$ cat config.mk
export PLATFORM = sky130hd
export DESIGN_NAME = sprite_anim_layer
export DESIGN_NICKNAME = d
export VERILOG_FILES = /design/src/rtl/sprite_anim_layer.sv
export SDC_FILE = /design/constraint.sdc
export NUM_CORES = 1
export LEC_CHECK = 0
export ABC_AREA = 1
export BUFFER_PORTS_ARGS = -buffer_cell sky130_fd_sc_hd__buf_2
export CORE_MARGIN = 2
export CORE_UTILIZATION = 59
export CTS_BUF_LIST = sky130_fd_sc_hd__clkbuf_8
export DETAILED_ROUTE_END_ITERATION = 16
export GPL_TIMING_DRIVEN = 1
export PLACE_DENSITY = 0.84
export SLEW_MARGIN = 40
export SYNTH_ARGS = -nofsm -noshare
export SYNTH_HDL_FRONTEND = slang
export SYNTH_SLANG_ARGS = --single-unit
$ cat constraint.sdc
create_clock -name vga_clk -period 8.19 [get_ports vga_clk]
set_input_delay 0.819 -clock vga_clk [delete_from_list [all_inputs] [get_ports vga_clk]]
set_output_delay 0.819 -clock vga_clk [all_outputs]
set_load 0.02 [all_outputs]
$ cat src/rtl/sprite_anim_layer.sv
// Sprite layer: hit test, mirrored ROM addressing and a frame-counted loop/one-shot animation sequencer.
// Latency 2 cycles from DrawX/DrawY to pix_idx/pix_opaque; no backpressure, one pixel per clock.
module sprite_anim_layer #(
  parameter int SPR_W      = 50,
  parameter int SPR_H      = 64,
  parameter int FRAMES     = 4,
  parameter int ADDR_W     = 14,
  parameter int IDX_W      = 3,
  parameter int TRANSP_IDX = 0,
  parameter int FRAME_DIV  = 6
) (
  input  logic                                       vga_clk,
  input  logic                                       reset_n,
  input  logic [9:0]                                 DrawX,
  input  logic [9:0]                                 DrawY,
  input  logic                                       blank,
  input  logic                                       frame_tick,
  input  logic [9:0]                                 sprite_x,
  input  logic [9:0]                                 sprite_y,
  input  logic                                       flip_h,
  input  logic                                       start,
  input  logic                                       loop_mode,
  output logic [ADDR_W-1:0]                          rom_address,
  input  logic [IDX_W-1:0]                           rom_q,
  output logic [IDX_W-1:0]                           pix_idx,
  output logic                                       pix_opaque,
  output logic [((FRAMES > 1) ? $clog2(FRAMES) : 1)-1:0] frame_idx,
  output logic                                       busy,
  output logic                                       anim_done
);

  localparam int FI_W  = (FRAMES > 1) ? $clog2(FRAMES) : 1;
  localparam int DIV_W = (FRAME_DIV > 1) ? $clog2(FRAME_DIV) : 1;

  localparam logic [10:0]       SPR_W11    = 11'(SPR_W);
  localparam logic [10:0]       SPR_H11    = 11'(SPR_H);
  localparam logic [31:0]       SPR_W32    = 32'(SPR_W);
  localparam logic [31:0]       FRAME_SZ   = 32'(SPR_W * SPR_H);
  localparam logic [31:0]       LAST_FR32  = 32'(FRAMES - 1);
  localparam logic [FI_W-1:0]   LAST_FRAME = FI_W'(FRAMES - 1);
  localparam logic [DIV_W-1:0]  LAST_DIV   = DIV_W'(FRAME_DIV - 1);
  localparam logic [IDX_W-1:0]  TRANSP     = IDX_W'(TRANSP_IDX);

  typedef enum logic [1:0] {IDLE, PLAY, DONE} state_t;

  state_t            state_q, state_d;
  logic [FI_W-1:0]   frame_idx_q, frame_idx_d;
  logic [DIV_W-1:0]  div_cnt_q, div_cnt_d;
  logic              loop_q, loop_d;
  logic              anim_done_q, anim_done_d;
  logic              hit_vld_q, hit_vld_d;
  logic [IDX_W-1:0]  pix_idx_q, pix_idx_d;
  logic              pix_opaque_q, pix_opaque_d;

  logic [10:0] dx, dy, col;
  logic        hit;
  logic        one_shot_end;

  // 11-bit compare keeps sprites near the right/bottom edge from wrapping to column/row 0.
  always_comb begin
    dx  = {1'b0, DrawX} - {1'b0, sprite_x};
    dy  = {1'b0, DrawY} - {1'b0, sprite_y};
    hit = (DrawX >= sprite_x) && ({1'b0, DrawX} < ({1'b0, sprite_x} + SPR_W11)) &&
          (DrawY >= sprite_y) && ({1'b0, DrawY} < ({1'b0, sprite_y} + SPR_H11));
    col = flip_h ? (SPR_W11 - 11'd1 - dx) : dx;
    rom_address = '0;
    if (hit) begin
      rom_address = ADDR_W'(32'(frame_idx_q) * FRAME_SZ + 32'(dy) * SPR_W32 + 32'(col));
    end
  end

  always_comb begin
    hit_vld_d    = hit & blank;
    pix_idx_d    = hit_vld_q ? rom_q : '0;
    pix_opaque_d = hit_vld_q && (rom_q != TRANSP);
  end

  // One-shot finishes on the step that lands on the last frame.
  assign one_shot_end = (32'(frame_idx_q) + 32'd1) >= LAST_FR32;

  always_comb begin
    state_d     = state_q;
    frame_idx_d = frame_idx_q;
    div_cnt_d   = div_cnt_q;
    loop_d      = loop_q;
    anim_done_d = 1'b0;
    if (start) begin
      state_d     = PLAY;
      frame_idx_d = '0;
      div_cnt_d   = '0;
      loop_d      = loop_mode;
    end else if (state_q == PLAY && frame_tick) begin
      if (div_cnt_q == LAST_DIV) begin
        div_cnt_d = '0;
        if (loop_q) begin
          frame_idx_d = (frame_idx_q == LAST_FRAME) ? '0 : frame_idx_q + FI_W'(1);
        end else if (one_shot_end) begin
          frame_idx_d = LAST_FRAME;
          state_d     = DONE;
          anim_done_d = 1'b1;
        end else begin
          frame_idx_d = frame_idx_q + FI_W'(1);
        end
      end else begin
        div_cnt_d = div_cnt_q + DIV_W'(1);
      end
    end
  end

  always_ff @(posedge vga_clk or negedge reset_n) begin
    if (!reset_n) begin
      state_q      <= IDLE;
      frame_idx_q  <= '0;
      div_cnt_q    <= '0;
      loop_q       <= 1'b0;
      anim_done_q  <= 1'b0;
      hit_vld_q    <= 1'b0;
      pix_idx_q    <= '0;
      pix_opaque_q <= 1'b0;
    end else begin
      state_q      <= state_d;
      frame_idx_q  <= frame_idx_d;
      div_cnt_q    <= div_cnt_d;
      loop_q       <= loop_d;
      anim_done_q  <= anim_done_d;
      hit_vld_q    <= hit_vld_d;
      pix_idx_q    <= pix_idx_d;
      pix_opaque_q <= pix_opaque_d;
    end
  end

  assign pix_idx    = pix_idx_q;
  assign pix_opaque = pix_opaque_q;
  assign frame_idx  = frame_idx_q;
  assign busy       = (state_q == PLAY);
  assign anim_done  = anim_done_q;

endmodule

==> flow_metrics.env, run 1 <==
export IMPL_cp_data_arrival_time_ns=6.19
export IMPL_timing_rr_start="frame_idx[0]"
export IMPL_hold_buffers=0
export IMPL_ir_drop_mv=0.371
export IMPL_setup_tns_ns=0
export IMPL_p_comb_frac=0.923
export IMPL_drt_iter0_drc=163
export IMPL_synthArstFlopShare=1.00
export IMPL_setup_ws_ns=1.18
export IMPL_grt_pass1_vias=3896
export IMPL_finalHoldViolCount=0
export IMPL_cts_tree="yes"
export IMPL_clockBufferDepth=2
export IMPL_intPower_mw=0.809
export IMPL_final_instance_count_excl_fill=741
export IMPL_synth_net_count=740
export IMPL_antenna_found_initial=0
export IMPL_period_minus_slack_ns=7.01
export IMPL_syn_inst=590
export IMPL_avgSynthCellArea_um2=6.88
export IMPL_routed_wl_mm=9.30
export IMPL_port_buffers=71
export IMPL_dr_total_vias=3931
export IMPL_worstPathMaxFanout=5
export IMPL_postCtsSetupRepairBufs=0
export IMPL_cp_end_kind="output pin"
export IMPL_synth_area_um2=4060
export IMPL_place_gp_congestion=0.956
export IMPL_r2r_end="frame_idx[1]"
export IMPL_ff2ff_path_depth=6
export IMPL_drtAntennaViolNets=0
export IMPL_grt_pass1_wl_mm=16.0
export IMPL_synth_ff_type="dfrtp_1"
export IMPL_post_drt_via_cell_ratio=5.30
export IMPL_yosysSeqAreaShare=0.0863
export IMPL_htree_levels=1
export IMPL_switching_power_mw=1.10
export IMPL_layout_common_cells="115 x nand2_1, 113 x inv_1, 89 x ha_1"
export IMPL_hold_path_class="in -> async"
export IMPL_initial_utilization=0.604
export IMPL_hpwl_mm=8.10
export IMPL_synth_edff_count=0
export IMPL_dieArea_um2=7560
export IMPL_clk_pin_slew_ns=0.06
export IMPL_firstDrtPassIters=4
export IMPL_synth_cell_type_count=38
export IMPL_p_seq_frac=0.041
export IMPL_rows=30
export IMPL_n_fill_cell=596
export IMPL_pwr_share_clk=0.036
export IMPL_n_antenna_cell=0
export IMPL_setup_viol=0
export IMPL_drc=0
export IMPL_final_common_cell="nand2_1"
export IMPL_track_usage=0.255
export IMPL_grt_max_degree=15
export IMPL_yosys_warnings=0
export IMPL_dp_cells=737
export IMPL_ioPinCount=72
export IMPL_areaGrowthSynthToFinish_pct=11.8
export IMPL_cts_sinks=14
export IMPL_swShare=0.576
export IMPL_fin_hold_ws_ns=0.456
export IMPL_cts_resized=0
export IMPL_startpoint_type="input pin"
export IMPL_rsz0062_at_grt="no"
export IMPL_final_nets=812
export IMPL_wire_per_inst_um=12.6
export IMPL_clk_latency_ns=0.25
export IMPL_powerDensity_nw_per_um2=420
export IMPL_cap_viol_max_count=0
export IMPL_rrSetupSlack_ns=6.67
export IMPL_die_w_um=87.0
export IMPL_fmax_ghz=0.143
export IMPL_status="finished, final reports clean"
export IMPL_fin_skew_ns=0.00182
export IMPL_place_ws_ns=1.14
export IMPL_root_buffer="clkbuf_8"
export IMPL_die_y_um=87.0
export IMPL_slew_headroom=0.604
export IMPL_power_leakage_nw=2.70
export IMPL_worst_pin_slew_ns=0.590
export IMPL_timing_final_crit_share=0.856
export IMPL_ys_ff_latch=14
export IMPL_critical_path_class="in -> out"
export IMPL_fp_coreArea_um2=6720
export IMPL_slew_violations=0
export IMPL_numCtsBuffers=3
export IMPL_cp_data_required_time_ns=7.37
export IMPL_drive_gt1_frac=0.166
export IMPL_grt_overflow_total=0
-- worst max-delay path, stage by stage --
cell     delay (ns)
buf_2          0.10
ha_1           0.35
nand2_1        0.08
nand2_1        0.06
a31oi_1        0.37
o21ai_0        0.27
a31o_2         0.27
xnor2_1        0.27
inv_1          0.12
ha_1           0.31
ha_1           0.29
inv_1          0.06
fa_1           0.53
inv_1          0.04
ha_1           0.30
inv_1          0.10
nor2_1         0.05
nor2_1         0.10
xor2_1         0.16
ha_1           0.25
ha_1           0.35
a21oi_1        0.15
o21ai_0        0.09
nor3_1         0.31
nand3_1        0.12
nand2_1        0.07
nor2_1         0.04
buf_2          0.15
-- power groups by stage --
stage | Sequential [mW] | Combinational [mW] | Clock (mW)
2_1_floorplan | 0.0803 | 1.40 | 0
4_1_cts | 0.0775 | 1.74 | 0.0683
5_1_grt | 0.0781 | 2.03 | 0.0715
6_report | 0.0775 | 1.76 | 0.0689
3_3_place_gp | 0.0781 | 1.67 | 0
3_5_place_dp | 0.0788 | 1.74 | 0
-- registers in the layout, indices dropped and copies added (netlist names) --
signal,flops
div_cnt_q,3
pix_idx,3
frame_idx,2
state_q,2
anim_done,1
hit_vld_q,1
loop_q,1
pix_opaque,1
-- cell type report --
type / count / area [µm²] / share of cell area
Sequential cell: 14 / 350 / 0.0772
Timing Repair Buffer: 71 / 355 / 0.0783
Inverter: 116 / 435 / 0.0959
Clock buffer: 4 / 55.1 / 0.0121
Tap cell: 80 / 100 / 0.0220
Multi-Input combinational cell: 456 / 3240 / 0.715
-- how the worst max path moves through the flow --
stage,from,to
2_1_floorplan,sprite_y[2],rom_address[13]
3_3_place_gp,DrawY[2],rom_address[13]
3_5_place_dp,DrawY[2],rom_address[13]
4_1_cts,DrawY[2],rom_address[13]
5_1_grt,sprite_y[2],rom_address[13]
6_report,DrawY[2],rom_address[13]
-- cell usage after synthesis, drive strengths merged (2+ instances only) --
library cell | number | area [µm²]
a211oi | 2 | 15.0
nand4 | 9 | 62.6
inv | 115 | 432
xnor2 | 14 | 123
nor3 | 6 | 30.0
fa | 11 | 220
o2111ai | 2 | 17.5
a31oi | 4 | 25.0
o31ai | 2 | 15.0
nor2 | 54 | 240
nand3 | 32 | 190
buf | 3 | 26.3
ha | 89 | 1110
a21oi | 34 | 170
a21o | 4 | 30.0
and2 | 2 | 12.5
nand2 | 126 | 500
xor2 | 33 | 289
dfrtp | 14 | 350
o21ai | 24 | 120
-- layer usage --
| layer | GRT usage | share of wire | vias to the layer above |
|---|---|---|---|
| li1 | - | - | 2051 |
| met1 | 0.305 | 0.45 | 1768 |
| met2 | 0.473 | 0.49 | 96 |
| met3 | 0.0417 | 0.047 | 16 |
| met4 | 0.0568 | 0.018 | 0 |
| met5 | 0 | 0 | - |
-- per-stage QoR --
step | util | cell area, µm² | total power, mW
2_1_floorplan | - | 4060 | 1.48
3_3_place_gp | 0.668 | 4490 | 1.75
3_5_place_dp | 0.668 | 4490 | 1.82
4_1_cts | 0.676 | 4540 | 1.89
5_1_grt | 0.676 | 4540 | 2.18
6_report | 0.676 | 4540 | 1.91
-- cell families (layout without fill, tap and decap cells) --
logic type	Yosys count	after routing	share of synthesized area
AO/OA/AOI/OAI	78	78	0.110
XOR/XNOR	47	47	0.101
adder cells (fa/ha/maj)	100	100	0.329
buffers and inverters	120	191	0.115
flip-flops	14	14	0.0863
AND/OR/NAND/NOR	231	231	0.259
No activity file was read; power rests on OpenSTA's default activity.
==> run 2: changes to the inputs <==
--- a/constraint.sdc
+++ b/constraint.sdc
@@ -3,2 +3,2 @@
 set_output_delay 0.819 -clock vga_clk [all_outputs]
-set_load 0.02 [all_outputs]
+set_load 0.05 [all_outputs]
==> run 2 against run 1 <==
Sequential share of layout area did not move. Core utilization did not move. Combinational power rose by 5%. Critical path depth did not move. Clock-buffer cell count did not move. First-iteration DRC count did not move. Via count rose by 1.0%. Highest routed layer unchanged.
==> flow_metrics.env, run 2 (synthesis gave the netlist of run 1 again) <==
export IMPL_fmax_ghz=0.141
export IMPL_grt_overflow_total=0
export IMPL_clockBufferDepth=2
export IMPL_power_leakage_nw=2.70
export IMPL_cp_data_required_time_ns=7.37
export IMPL_cp_data_arrival_time_ns=6.28
export IMPL_powerDensity_nw_per_um2=438
export IMPL_initial_utilization=0.604
export IMPL_intPower_mw=0.811
export IMPL_n_fill_cell=609
export IMPL_wire_per_inst_um=12.6
export IMPL_numCtsBuffers=3
export IMPL_worstPathMaxFanout=6
export IMPL_setup_viol=0
export IMPL_ir_drop_mv=0.351
export IMPL_antenna_found_initial=0
export IMPL_grt_max_degree=15
export IMPL_switching_power_mw=1.18
export IMPL_path_common_cell="ha_1"
export IMPL_cap_viol_max_count=0
export IMPL_firstDrtPassIters=5
export IMPL_worst_pin_slew_ns=0.563
export IMPL_slew_violations=0
export IMPL_cp_end_kind="output pin"
export IMPL_hold_path_class="in -> async"
export IMPL_hold_buffers=0
export IMPL_routed_wl_mm=9.35
export IMPL_final_nets=812
export IMPL_die_w_um=87.0
export IMPL_crit_family="adder cells"
export IMPL_clk_pin_slew_ns=0.06
export IMPL_swShare=0.592
export IMPL_areaGrowthSynthToFinish_pct=11.8
export IMPL_drive_gt1_frac=0.166
export IMPL_htree_levels=1
export IMPL_n_antenna_cell=0
export IMPL_total_power_mw=1.99
export IMPL_rsz0062_at_grt="no"
export IMPL_drt_iter0_drc=163
export IMPL_root_buffer="clkbuf_8"
export IMPL_postCtsSetupRepairBufs=0
export IMPL_drtAntennaViolNets=0
export IMPL_track_usage=0.250
export IMPL_hpwl_mm=8.23
export IMPL_cp_slowest_cell="fa_1"
export IMPL_clk_latency_ns=0.25
export IMPL_dieArea_um2=7560
export IMPL_slew_headroom=0.622
export IMPL_cts_resized=0
export IMPL_p_seq_frac=0.039
export IMPL_p_comb_frac=0.927
export IMPL_final_common_cell="nand2_1"
export IMPL_drc=0
export IMPL_ioPinCount=72
export IMPL_fin_skew_ns=0.000929
export IMPL_worst_path_buf_inv=5
export IMPL_grt_pass1_wl_mm=15.7
export IMPL_post_drt_via_cell_ratio=5.36
export IMPL_grt_pass1_vias=3792
export IMPL_cts_tree="yes"
export IMPL_die_y_um=87.0
export IMPL_fp_coreArea_um2=6720
export IMPL_dr_total_vias=3971
export IMPL_rows=30
export IMPL_setup_tns_ns=0
export IMPL_startpoint_type="input pin"
export IMPL_pwr_share_clk=0.034
export IMPL_timing_final_crit_share=0.867
export IMPL_finalHoldViolCount=0
export IMPL_port_buffers=71
export IMPL_layout_common_cells="115 x nand2_1, 113 x inv_1, 89 x ha_1"
export IMPL_place_gp_congestion=0.966
export IMPL_status="finished, final reports clean"
export IMPL_critical_path_max_stage_delay_ns=0.52
export IMPL_period_minus_slack_ns=7.10
export IMPL_cts_sinks=14
export IMPL_critical_path_class="in -> out"
[run 2: layout make-up]
class / instances / area [µm²] / area share
multi-input combinational: 456 / 3240 / 0.715
inverter: 116 / 435 / 0.0959
timing repair buffer: 71 / 355 / 0.0783
sequential: 14 / 350 / 0.0772
tap: 80 / 100 / 0.0220
clock buffer: 4 / 55.1 / 0.0121
[run 2: path summary, 6_finish.rpt]
path	to	startpoint	slack [ns]	cells past startpoint
min reg2reg	state_q[1]	state_q[1]	0.51	2
min in group vga_clk	state_q[1]	state_q[1]	0.51	2
min	pix_idx[1]	reset_n	0.45	1
max	rom_address[13]	DrawY[2]	1.09	28
max reg2reg	state_q[0]	frame_idx[0]	6.68	7
max in group asynchronous	loop_q	reset_n	7.51	1
[run 2: worst reg2reg max path: cells and delay by family, from the launching register on]
kind	cells	cell delay, ns
DFF	1	0.53
and+or+nand+nor	3	0.26
buffers and inverters	2	0.24
adders and majority gates	1	0.23
AOI/OAI and AO/OA	1	0.17
[run 2: power by group through the flow]
stage / sequential, mW / combinational [mW] / clock, mW
final: 0.0775 / 1.84 / 0.0678
after global routing: 0.0781 / 2.08 / 0.0710
after CTS: 0.0775 / 1.82 / 0.0681
after detailed placement: 0.0787 / 1.81 / 0
after global placement: 0.0782 / 1.73 / 0
after floorplan: 0.0852 / 1.45 / 0
[run 2: through the flow]
stage          area (µm²)  setup WS, ns  hold slack (ns)  utilization  std cells
3_5_place_dp         4490          1.14            0.497        0.668        737
5_1_grt              4540         0.642            0.470        0.676        741
6_report             4540          1.09            0.452        0.676        741
4_1_cts              4540          1.11            0.462        0.676        741
3_3_place_gp         4490          1.33            0.479        0.668        737
2_1_floorplan        4060          1.43            0.452            -        590
[run 2: routing by layer]
metal,part of all wire,wire length (µm),track usage,vias to the layer above
li1,-,-,-,2046
met1,0.43,4060,0.307,1800
met2,0.50,4690,0.470,112
met3,0.052,486,0.0332,13
met4,0.012,114,0.0384,0
met5,0,0,0,-
==> run 3: changes to the inputs <==
BUFFER_PORTS_ARGS = -buffer_cell sky130_fd_sc_hd__buf_4   (was -buffer_cell sky130_fd_sc_hd__buf_2)
==> run 3 against run 2 <==
Non-clock buffer count unchanged. Sequential share of layout area decreased by 0.27 points. Fmax is 2.1% higher. Setup slack improved by 0.14 ns. Routed wire length up 2.9%. Core utilization is 2.4 points higher. Critical path depth did not move. Die area is the same. Final area grew 3.6%. Critical endpoint unchanged. Largest cell class unchanged.
==> flow_metrics.env, run 3 (synthesis gave the netlist of run 1 again) <==
export IMPL_hold_buffers=0
export IMPL_post_drt_via_cell_ratio=5.39
export IMPL_cap_viol_max_count=0
export IMPL_period_minus_slack_ns=6.95
export IMPL_clk_latency_ns=0.25
export IMPL_n_antenna_cell=0
export IMPL_ioPinCount=72
export IMPL_drc=0
export IMPL_regArea_um2=350
export IMPL_postCtsSetupRepairBufs=0
export IMPL_cp_end_kind="output pin"
export IMPL_setup_viol=0
export IMPL_numCtsBuffers=3
export IMPL_ir_drop_mv=0.330
export IMPL_initial_utilization=0.604
export IMPL_die_w_um=87.0
export IMPL_timing_final_crit_share=0.849
export IMPL_drtAntennaViolNets=0
export IMPL_slew_headroom=0.595
export IMPL_worstPathMaxFanout=5
export IMPL_fp_coreArea_um2=6720
export IMPL_cts_tree="yes"
export IMPL_final_common_cell="nand2_1"
export IMPL_rows=30
export IMPL_port_buffers=71
export IMPL_slew_violations=0
export IMPL_path_common_cell="ha_1"
export IMPL_cp_slowest_cell="fa_1"
export IMPL_startpoint_type="input pin"
export IMPL_grt_pass1_vias=3928
export IMPL_clk_pin_slew_ns=0.06
export IMPL_powerDensity_nw_per_um2=417
export IMPL_place_gp_congestion=0.956
export IMPL_antenna_found_initial=0
export IMPL_power_leakage_nw=2.74
export IMPL_cp_data_arrival_time_ns=6.13
export IMPL_dr_total_vias=3991
export IMPL_hold_path_class="in -> async"
export IMPL_fmax_ghz=0.144
export IMPL_cp_data_required_time_ns=7.37
export IMPL_crit_family="adder cells"
export IMPL_multiInputGateArea_um2=3240
export IMPL_cts_sinks=14
export IMPL_clockBufferDepth=2
export IMPL_firstDrtPassIters=4
export IMPL_grt_pass1_wl_mm=16.2
export IMPL_grt_overflow_total=0
export IMPL_status="finished, final reports clean"
export IMPL_dieArea_um2=7560
export IMPL_worst_pin_slew_ns=0.603
export IMPL_die_y_um=87.0
export IMPL_rsz0062_at_grt="no"
export IMPL_hpwl_mm=8.52
export IMPL_finalHoldViolCount=0
export IMPL_root_buffer="clkbuf_8"
export IMPL_fin_skew_ns=0.00430
export IMPL_cts_resized=0
export IMPL_layout_common_cells="115 x nand2_1, 113 x inv_1, 89 x ha_1"
export IMPL_drt_iter0_drc=113
export IMPL_n_fill_cell=589
export IMPL_critical_path_class="in -> out"
export IMPL_worst_path_buf_inv=6
export IMPL_critical_path_max_stage_delay_ns=0.53
export IMPL_grt_max_degree=15
export IMPL_setup_tns_ns=0
export IMPL_drive_gt1_frac=0.165
export IMPL_total_power_mw=1.96
export IMPL_track_usage=0.261
export IMPL_routed_wl_mm=9.62
export IMPL_final_nets=812
export IMPL_areaGrowthSynthToFinish_pct=15.9
export IMPL_wire_per_inst_um=13.0
export IMPL_htree_levels=1
-- run 3: report_power, final --
group	total [mW]	switching, mW	internal, mW
sequential	0.0775	0.00476	0.0728
clock	0.0573	0.0247	0.0326
combinational	1.83	1.12	0.710
-- run 3: metrics by stage --
| stage | setup slack, ns | std cells | util | hold WS (ns) | instance area (µm²) |
|---|---|---|---|---|---|
| floorplan | 1.43 | 590 | - | 0.452 | 4060 |
| detailed placement | 1.24 | 737 | 0.694 | 0.481 | 4660 |
| CTS | 1.22 | 740 | 0.700 | 0.407 | 4700 |
| global route | 0.804 | 740 | 0.700 | 0.411 | 4700 |
| global placement | 1.37 | 737 | 0.694 | 0.478 | 4660 |
| finish | 1.24 | 740 | 0.700 | 0.401 | 4700 |
-- run 3: area by class of cell --
cell class / instances / share of cell area
flip-flops and latches: 14 / 0.0745
multi-input cells: 456 / 0.690
clock buffers: 3 / 0.00878
repair buffers: 71 / 0.113
inverters: 116 / 0.0926
well taps: 80 / 0.0213
-- run 3: per-layer routing --
layer  part of all wire  track usage
met2               0.50        0.491
met4              0.014       0.0426
met3              0.035       0.0313
met1               0.45        0.319
met5                  0            0
-- run 3: path summary, 6_finish.rpt --
| check | from | to | slack (ns) | depth (start not counted) |
|---|---|---|---|---|
| hold / removal | reset_n | div_cnt_q[0] | 0.40 | 1 |
| max in group asynchronous | reset_n | hit_vld_q | 7.62 | 1 |
| setup reg to reg | frame_idx[0] | frame_idx[1] | 6.69 | 6 |
| hold reg to reg | div_cnt_q[2] | div_cnt_q[2] | 0.49 | 1 |
| min in group vga_clk | div_cnt_q[2] | div_cnt_q[2] | 0.49 | 1 |
| setup / recovery | DrawY[2] | rom_address[13] | 1.24 | 28 |
